[config.mk]
export PLATFORM = sky130hd
export DESIGN_NAME = lsu_request
export DESIGN_NICKNAME = d
export VERILOG_FILES = /design/src/rtl/lsu_request.sv
export SDC_FILE = /design/constraint.sdc
export NUM_CORES = 1
export LEC_CHECK = 0
export CAP_MARGIN = 40
export CELL_PAD_IN_SITES_DETAIL_PLACEMENT = 1
export CELL_PAD_IN_SITES_GLOBAL_PLACEMENT = 1
export CORE_ASPECT_RATIO = 0.8
export CORE_MARGIN = 8
export CORE_UTILIZATION = 30
export DETAILED_ROUTE_END_ITERATION = 16
export PLACE_DENSITY = 0.87
export SLEW_MARGIN = 15
export SYNTH_ARGS = -nofsm -noshare
export SYNTH_HDL_FRONTEND = slang
export SYNTH_SLANG_ARGS = --single-unit
[constraint.sdc]
create_clock -name clk -period 2.6 [get_ports clk]
set_clock_uncertainty 0.2 [all_clocks]
set_input_delay 0.52 -clock clk [delete_from_list [all_inputs] [get_ports clk]]
set_output_delay 0.52 -clock clk [all_outputs]
set_load 0.01 [all_outputs]
[src/rtl/lsu_request.sv]
// lsu_request: issues one load/store at a time from the execute stage to a
// request/grant memory port and forwards load sideband to the reader stage.
// Optional response timeout is compiled in with `define LSU_TIMEOUT_EN; without
// it WAIT_RSP waits indefinitely and fault_timeout is tied low.
module lsu_request #(
    parameter int unsigned TIMEOUT_CYC = 255
) (
    input  logic        clk,
    input  logic        rst,
    input  logic        op_valid,
    output logic        op_ready,
    input  logic        op_is_store,
    input  logic [2:0]  op_f3,
    input  logic [63:0] op_addr,
    input  logic [63:0] op_wdata,
    output logic        mem_req,
    input  logic        mem_gnt,
    output logic        mem_we,
    output logic [63:0] mem_addr,
    output logic [63:0] mem_wdata,
    output logic [7:0]  mem_be,
    input  logic        mem_rvalid,
    output logic [7:0]  rd_be_mask,
    output logic [2:0]  rd_f3,
    output logic        rd_is_load_64,
    output logic        rd_valid,
    output logic        misalign,
    output logic        fault_timeout,
    output logic        busy
);

    typedef enum logic [1:0] {
        StIdle,
        StReq,
        StWaitRsp
    } state_e;

    state_e      state_q;
    logic        mem_req_q;
    logic        mem_we_q;
    logic [63:0] mem_addr_q;
    logic [63:0] mem_wdata_q;
    logic [7:0]  mem_be_q;
    logic [7:0]  rd_be_mask_q;
    logic [2:0]  rd_f3_q;
    logic        rd_ld64_q;
    logic        misalign_q;

    logic [2:0]  byte_off;
    logic        op_aligned;
    logic        op_legal;
    logic        op_ok;
    logic [7:0]  be_base;
    logic [7:0]  be_shifted;
    logic [63:0] wdata_shifted;
    logic        timeout_hit;
    logic        release_op;

    assign byte_off = op_addr[2:0];

    // Decode access size into alignment check and unshifted byte-enable pattern
    always_comb begin
        be_base    = 8'h00;
        op_aligned = 1'b0;
        unique case (op_f3[1:0])
            2'b00: begin
                be_base    = 8'h01;
                op_aligned = 1'b1;
            end
            2'b01: begin
                be_base    = 8'h03;
                op_aligned = ~byte_off[0];
            end
            2'b10: begin
                be_base    = 8'h0F;
                op_aligned = (byte_off[1:0] == 2'b00);
            end
            2'b11: begin
                be_base    = 8'hFF;
                op_aligned = (byte_off == 3'b000);
            end
        endcase
        // Unsigned stores do not exist, and f3=111 has no defined size
        op_legal = !(op_is_store && op_f3[2]) && (op_f3 != 3'b111);
    end

    assign op_ok         = op_aligned && op_legal;
    assign be_shifted    = be_base << byte_off;
    assign wdata_shifted = op_wdata << {byte_off, 3'b000};

`ifdef LSU_TIMEOUT_EN
    logic [31:0] wait_cnt_q;
    logic        fault_q;

    assign timeout_hit   = (wait_cnt_q == 32'(TIMEOUT_CYC - 1));
    assign fault_timeout = fault_q;
`else
    logic unused_timeout_cyc;

    assign timeout_hit        = 1'b0;
    assign unused_timeout_cyc = (TIMEOUT_CYC != 0);
    assign fault_timeout      = 1'b0;
`endif

    // Response (or timeout) ends the transaction; rvalid takes priority over timeout
    assign release_op = (state_q == StWaitRsp) && (mem_rvalid || timeout_hit);

    // Request FSM with registered memory-side and sideband outputs
    always_ff @(posedge clk) begin
        if (!rst) begin
            state_q      <= StIdle;
            mem_req_q    <= 1'b0;
            mem_we_q     <= 1'b0;
            mem_addr_q   <= 64'd0;
            mem_wdata_q  <= 64'd0;
            mem_be_q     <= 8'd0;
            rd_be_mask_q <= 8'd0;
            rd_f3_q      <= 3'd0;
            rd_ld64_q    <= 1'b0;
            misalign_q   <= 1'b0;
`ifdef LSU_TIMEOUT_EN
            wait_cnt_q   <= 32'd0;
            fault_q      <= 1'b0;
`endif
        end else begin
            misalign_q <= 1'b0;
`ifdef LSU_TIMEOUT_EN
            fault_q    <= 1'b0;
`endif
            unique case (state_q)
                StIdle: begin
                    if (op_valid) begin
                        if (op_ok) begin
                            state_q      <= StReq;
                            mem_req_q    <= 1'b1;
                            mem_we_q     <= op_is_store;
                            mem_addr_q   <= {op_addr[63:3], 3'b000};
                            mem_wdata_q  <= op_is_store ? wdata_shifted : 64'd0;
                            mem_be_q     <= be_shifted;
                            rd_be_mask_q <= be_shifted;
                            rd_f3_q      <= op_f3;
                            rd_ld64_q    <= !op_is_store && (op_f3 == 3'b011);
                        end else begin
                            // Rejected op never reaches memory; only the pulse is visible
                            misalign_q <= 1'b1;
                        end
                    end
                end
                StReq: begin
                    if (mem_gnt) begin
                        state_q   <= StWaitRsp;
                        mem_req_q <= 1'b0;
`ifdef LSU_TIMEOUT_EN
                        wait_cnt_q <= 32'd0;
`endif
                    end
                end
                StWaitRsp: begin
                    if (release_op) begin
                        state_q      <= StIdle;
                        mem_we_q     <= 1'b0;
                        mem_addr_q   <= 64'd0;
                        mem_wdata_q  <= 64'd0;
                        mem_be_q     <= 8'd0;
                        rd_be_mask_q <= 8'd0;
                        rd_f3_q      <= 3'd0;
                        rd_ld64_q    <= 1'b0;
`ifdef LSU_TIMEOUT_EN
                        fault_q      <= !mem_rvalid;
`endif
                    end
`ifdef LSU_TIMEOUT_EN
                    else begin
                        wait_cnt_q <= wait_cnt_q + 32'd1;
                    end
`endif
                end
                default: state_q <= StIdle;
            endcase
        end
    end

    assign op_ready      = (state_q == StIdle);
    assign busy          = (state_q != StIdle);
    assign mem_req       = mem_req_q;
    assign mem_we        = mem_we_q;
    assign mem_addr      = mem_addr_q;
    assign mem_wdata     = mem_wdata_q;
    assign mem_be        = mem_be_q;
    assign rd_be_mask    = rd_be_mask_q;
    assign rd_f3         = rd_f3_q;
    assign rd_is_load_64 = rd_ld64_q;
    assign misalign      = misalign_q;
    // Load data strobe follows the response directly; stores never raise it
    assign rd_valid      = (state_q == StWaitRsp) && mem_rvalid && !mem_we_q;

endmodule

After elaboration in Yosys (flattened, before gate mapping)
Cells that the tools add are included.

word-level totals
  register bits = 145
  bits of input ports = 137
  output and inout bits = 155
  word-level logic and storage cells = 78

cells by class
  equality and inequality tests = 11
  shifts and indexed selects = 2
  muxes and demuxes = 35
  bitwise gates (word level) = 1
  reductions and logical operators = 20

operators by type and width
  kind                                           count
  two-way mux 64 bit                             6
  one-hot mux 64 bit (2 select lines)            2
  left shift 64 x 6 -> 64 bit                    1
  one-hot mux 8 bit (4 select lines)             1
  two-way mux 8 bit                              3
  one-hot mux 8 bit (2 select lines)             1
  AND reduction 4 bit                            3
  two-way mux 1 bit                              9
  two-way mux 3 bit                              3
  two-way mux 2 bit                              4
  left shift 8 x 3 -> 8 bit                      1
  == test 2 bit, second input constant           3
  logical AND 1 bit                              6
  zero test 2 bit                                3
  inequality test 2 bit, second input constant   3
  one-hot mux 1 bit (2 select lines)             3
  one-hot mux 2 bit (3 select lines)             1
  one-hot mux 3 bit (2 select lines)             1
  nonzero test 2 bit                             3
  == test 2 x 1 -> 1 bit, second input constant  2
  one-hot mux 1 bit (4 select lines)             1
  == test 3 x 2 -> 1 bit, second input constant  1
  zero test 1 bit                                3
  zero test 3 bit                                1
  4 further kinds                                4

Longest topological paths before layout
  depth after elaboration = 7
  gate-level depth with buffers = 8
  depth with buffers taken out = 4

Worst setup path before layout
No wires, ideal clock.

  kind = input-to-reg
  start = input port op_addr[1]
  end = register mem_wdata_q[57], in the netlist mem_wdata[57]
  setup time = 0.117 ns
  arrival = 1.925 ns
  required time = 2.283 ns
  setup slack = 0.358 ns
  stages on the path = 8
  buffers on the path = 4
  path through = buf_2 -> a211oi_4 -> o221ai_4 -> and2_1 -> buf_2 -> buf_6 -> buf_4 -> a22o_1

between the ends
  word-level cells in the longest chain between the ends = 5
  elaborated cells on any way between the ends = 11
  classes of those cells = eq/ne (1); shift (1); mux (5); reduce/logical (4)

ends and longest elaborated chain
  what                                                                               RTL line  text
  start, declared                                                                    14        input logic [63:0] op_addr,
  left shift 64 x 6 -> 64 bit (tied with other cells)                                89        assign wdata_shifted = op_wdata << {byte_off, 3'b000};
  two-way mux 64 bit / one-hot mux 1 bit (4 select lines) (equally long branches)    138, 65
  two-way mux 64 bit / logical AND 1 bit (equally long branches)                     133, 87
  two-way mux 64 bit / inequality test 2 x 1 -> 1 bit (equally long branches)        n/a
  one-hot mux 64 bit (2 select lines) / AND reduction 4 bit (equally long branches)  n/a
  end signal, assigned                                                               138       mem_wdata_q <= op_is_store ? wdata_shifted : 64'd0;
  end, declared                                                                      42        logic [63:0] mem_wdata_q;

Parallel ways exist; a longest one is shown, timed or not. The select of a mux whose other input is x is not followed.
A chain may end at the register's enable or synchronous reset.

Worst setup path after layout
  start = register state_q[1]
  end = output port op_ready

between the ends
  word-level cells in the longest chain between the ends = 1

ends and longest elaborated chain
  what                    RTL line  text
  start, declared         38        state_e state_q;
  start signal, assigned  111       state_q <= StIdle;
  start signal, assigned  134       state_q <= StReq;
  start signal, assigned  151       state_q <= StWaitRsp;
  zero test 2 bit         183       assign op_ready = (state_q == StIdle);
  end, declared           11        output logic op_ready,

No other way between the ends.

==> metrics.yaml <==
cells_and_area:
  stdcell_area_um2: 10100
  syn2layout_area_growth_pct: 64.6
  fillCellCount: 2140
  drive_above_1_share_pct: 14.0
  final_core_util_pct: 50.5
  nNetsFinal: 1003
grt:
  grt_first_pass_wirelength_mm: 40.9
  grt_max_degree: 53
  antenna_found_initial: 4
  grt_overflow_total: 0
  first_global_vias: 6291
  gr-usage-all-layers_pct: 21.2
placed_design:
  post-dp-hpwl_mm: 21.7
  gp_congestion: 0.960
  dpl-instance-area_um2: 9470
  io_buffers: 287
route:
  wl_per_cell_um: 24.1
  drt_wl_total_mm: 27.6
  first_pass_iters: 5
  vias: 6191
  drc_errors: 0
  viasPerCell: 5.40
  detail-route-antenna-nets: 0
  drtIter0Drc: 391
cts:
  clockRootBuffer: "clkbuf_16"
  clk_latency_ps: 420
  clkSinkCount: 142
  path_clk_slew_ps: 70
  cts_buffer_depth: 2
  htreeDepth: 4
  cts_tree: "yes"
  cts-buffers-inserted: 17
  cts_hold_repair.buffers: 0
power:
  vdd_drop_max_mv: 0.387
  powerDensity_nw_per_um2: 568
  p_leak_nw: 3.93
setup_path:
  crit_arrival_ps: 1680
  r2r_end: "mem_addr[51]"
  r2r_start: "state_q[1]"
  worst_setup_path_end_kind: "output port"
  max_stage_delay_ps: 530
  ff2ff_path_depth: 6
  required_ps: 1880
  cp-startpoint: "state_q[1]"
  path_max_fanout: 6
  cp-start-kind: "register"
  crit_slowest_cell: "clkdlybuf4s50_1"
  reg2reg_slack_ps: 530
  cp_cell_sequence: "or2_2 > inv_1 > clkdlybuf4s50_1"
  crit_type: "register to output port"
logic_synthesis:
  synth_compound_area_share_pct: 30.8
  yosysSeqAreaShare_pct: 46.5
  synth-edff-count: 0
  yosys.area_share.simple_pct: 5.06
  yosysUniqueCellTypes: 50
  async_flop_share_pct: 0
  synth_xor_area_share_pct: 0
  muxShareOfSynthArea_pct: 11.2
  syn_inst: 577
  yosysWarnings: 0
  netlist.area_leader.share_pct: 46.5
  yosys.area.top_type: "dfxtp_1"
  synth_top_family_by_area: "compound AO/OA/AOI/OAI gates"
  synth_area_leaders: "dfxtp_1 (47%), a22o_1 (15%), mux2i_1 (6.1%), mux2_2 (5.2%), buf_4 (2.3%)"
  synthAdderAreaFrac_pct: 0
  synth-main-ff-cell: "dfxtp_1"
  syn-cell-area_um2: 6110
  ys_ff_latch: 142
  synth.avg_cell_area_um2: 10.6
sta:
  worst_slew_pin_slew_ps: 761
  rsz0062_at_grt: "false"
  setup_viol: 0
  slew-limit-headroom_pct: 49.2
  period_share_pct: 92.4
  final.setup.tns_ps: 0
  holdWs_ps: 256
  hold_viol: 0
  drv_slew: 0
  period_minus_slack_ps: 2400
  max_freq_ghz: 0.416
die:
  num_rows: 46
  die_h_um: 144
  die_area_um2: 25200
  initial_core_util_pct: 30.7
  die_w_um: 176
  ios: 292
  core_um2: 19900
hold_path:
  hold_path_class: "register to register"
  hp-start: "mem_wdata[18]"
  hold-path-endpoint: "mem_wdata[18]"
  hold_path_depth: 1
job:
  cap_violations: 0
run_status:
  status: "finished, final reports clean"
-- power by group --
part	internal, mW	switching, mW
Combinational	0.558	0.488
Sequential	2.25	0.0456
Clock	1.27	1.10
-- registers in the layout (all words and copies together) (netlist names) --
name           cells
rd_be_mask         8
rd_f3              3
rd_is_load_64      1
mem_wdata         64
mem_we             1
mem_addr          61
mem_req            1
state_q            2
misalign           1
-- synth_stat cells, types with 2 or more instances --
| cell type | count |
|---|---|
| o2bb2ai_1 | 15 |
| a2bb2oi_1 | 8 |
| and2_1 | 3 |
| a21oi_1 | 19 |
| mux2_2 | 28 |
| a22oi_1 | 4 |
| mux2i_1 | 37 |
| nand2_1 | 11 |
| nor2_1 | 15 |
| nand2b_1 | 2 |
| o22ai_1 | 17 |
| o21a_1 | 3 |
| buf_4 | 19 |
| dfxtp_1 | 142 |
| buf_2 | 19 |
| clkbuf_1 | 26 |
| nor3_1 | 10 |
| a22o_1 | 104 |
| inv_1 | 3 |
| nor2b_1 | 3 |
| or4_1 | 2 |
| a21oi_2 | 2 |
| o21ai_0 | 11 |
| a21boi_1 | 2 |
| a21o_1 | 10 |
| o32ai_1 | 7 |
| o41ai_1 | 4 |
| o21ai_1 | 2 |
| o221ai_1 | 7 |
| and3_1 | 2 |
| buf_1 | 6 |
| a32o_1 | 4 |
| nand3_1 | 7 |
| a221oi_1 | 7 |
-- critical path: cells and delay by family (launching register included) --
kind / cells / cell delay, ps
DFF: 1 / 350
and+or+nand+nor: 1 / 320
buffers and inverters: 2 / 590
-- area by class of cell --
cell class	count	area, um2	share of cell area, %
Antenna cell	4	10.0	0.0996
Clock buffer	17	425	4.23
Clock inverter	15	143	1.42
Inverter	4	15.0	0.149
Multi-Input combinational cell	363	2900	28.8
Sequential cell	142	2840	28.3
Tap cell	264	330	3.29
Timing Repair Buffer	338	3390	33.7
-- worst max-delay path by stage --
| stage | end | slack (ps) | depth (start not counted) |
|---|---|---|---|
| after floorplan | mem_wdata[57] | 360 | 8 |
| after global placement | mem_wdata[61] | 5 | 7 |
| after detailed placement | rd_be_mask[3] | -70 | 6 |
| after CTS | rd_valid | 40 | 4 |
| after global routing | op_ready | 120 | 3 |
| final | op_ready | 200 | 3 |
-- repair_timing --
item | CTS | global route
setup endpoints to repair | 0 | 1
gates resized for setup | 0 | 1
buffers inserted | 0 | 0
endpoints found under the hold margin | 0 | 0
-- kinds of logic after synthesis --
group | after synthesis
compound gates | 233
simple gates | 61
buf+inv | 75
mux | 65
other cells | 1
flops | 142
-- metal layers --
layer | wire, um | track usage, %
met5 | 0 | 0
met1 | 12500 | 27.9
met4 | 711 | 7.66
met2 | 12300 | 32.5
met3 | 2100 | 6.03
-- layout by cell type, fill, tap and decap left out, types with 3 or more instances in the layout --
cell,count
a21o_1,10
a21oi_1,19
a221oi_1,7
a22o_1,104
a22oi_1,4
a2bb2oi_1,8
a32o_1,4
buf_12,11
buf_4,41
clkbuf_16,17
clkdlybuf4s50_1,284
conb_1,4
dfxtp_1,142
diode_2,4
inv_1,3
inv_6,6
inv_8,4
mux2_2,28
mux2i_1,37
nand2_1,11
nand3_1,7
nor2_1,15
nor2b_1,3
nor3_1,10
o21a_1,3
o21ai_0,11
o221ai_1,7
o22ai_1,17
o2bb2ai_1,15
o32ai_1,7
o41ai_1,4
-- stage by stage --
stage,instances,setup WS (ps),power (mW)
global placement,1111,4.55,3.35
detailed placement,1111,-67.6,3.38
finish,1147,198,5.71
global route,1147,117,5.95
floorplan,580,358,2.78
CTS,1143,44.8,5.77
Power figures use the tool's default switching activity.
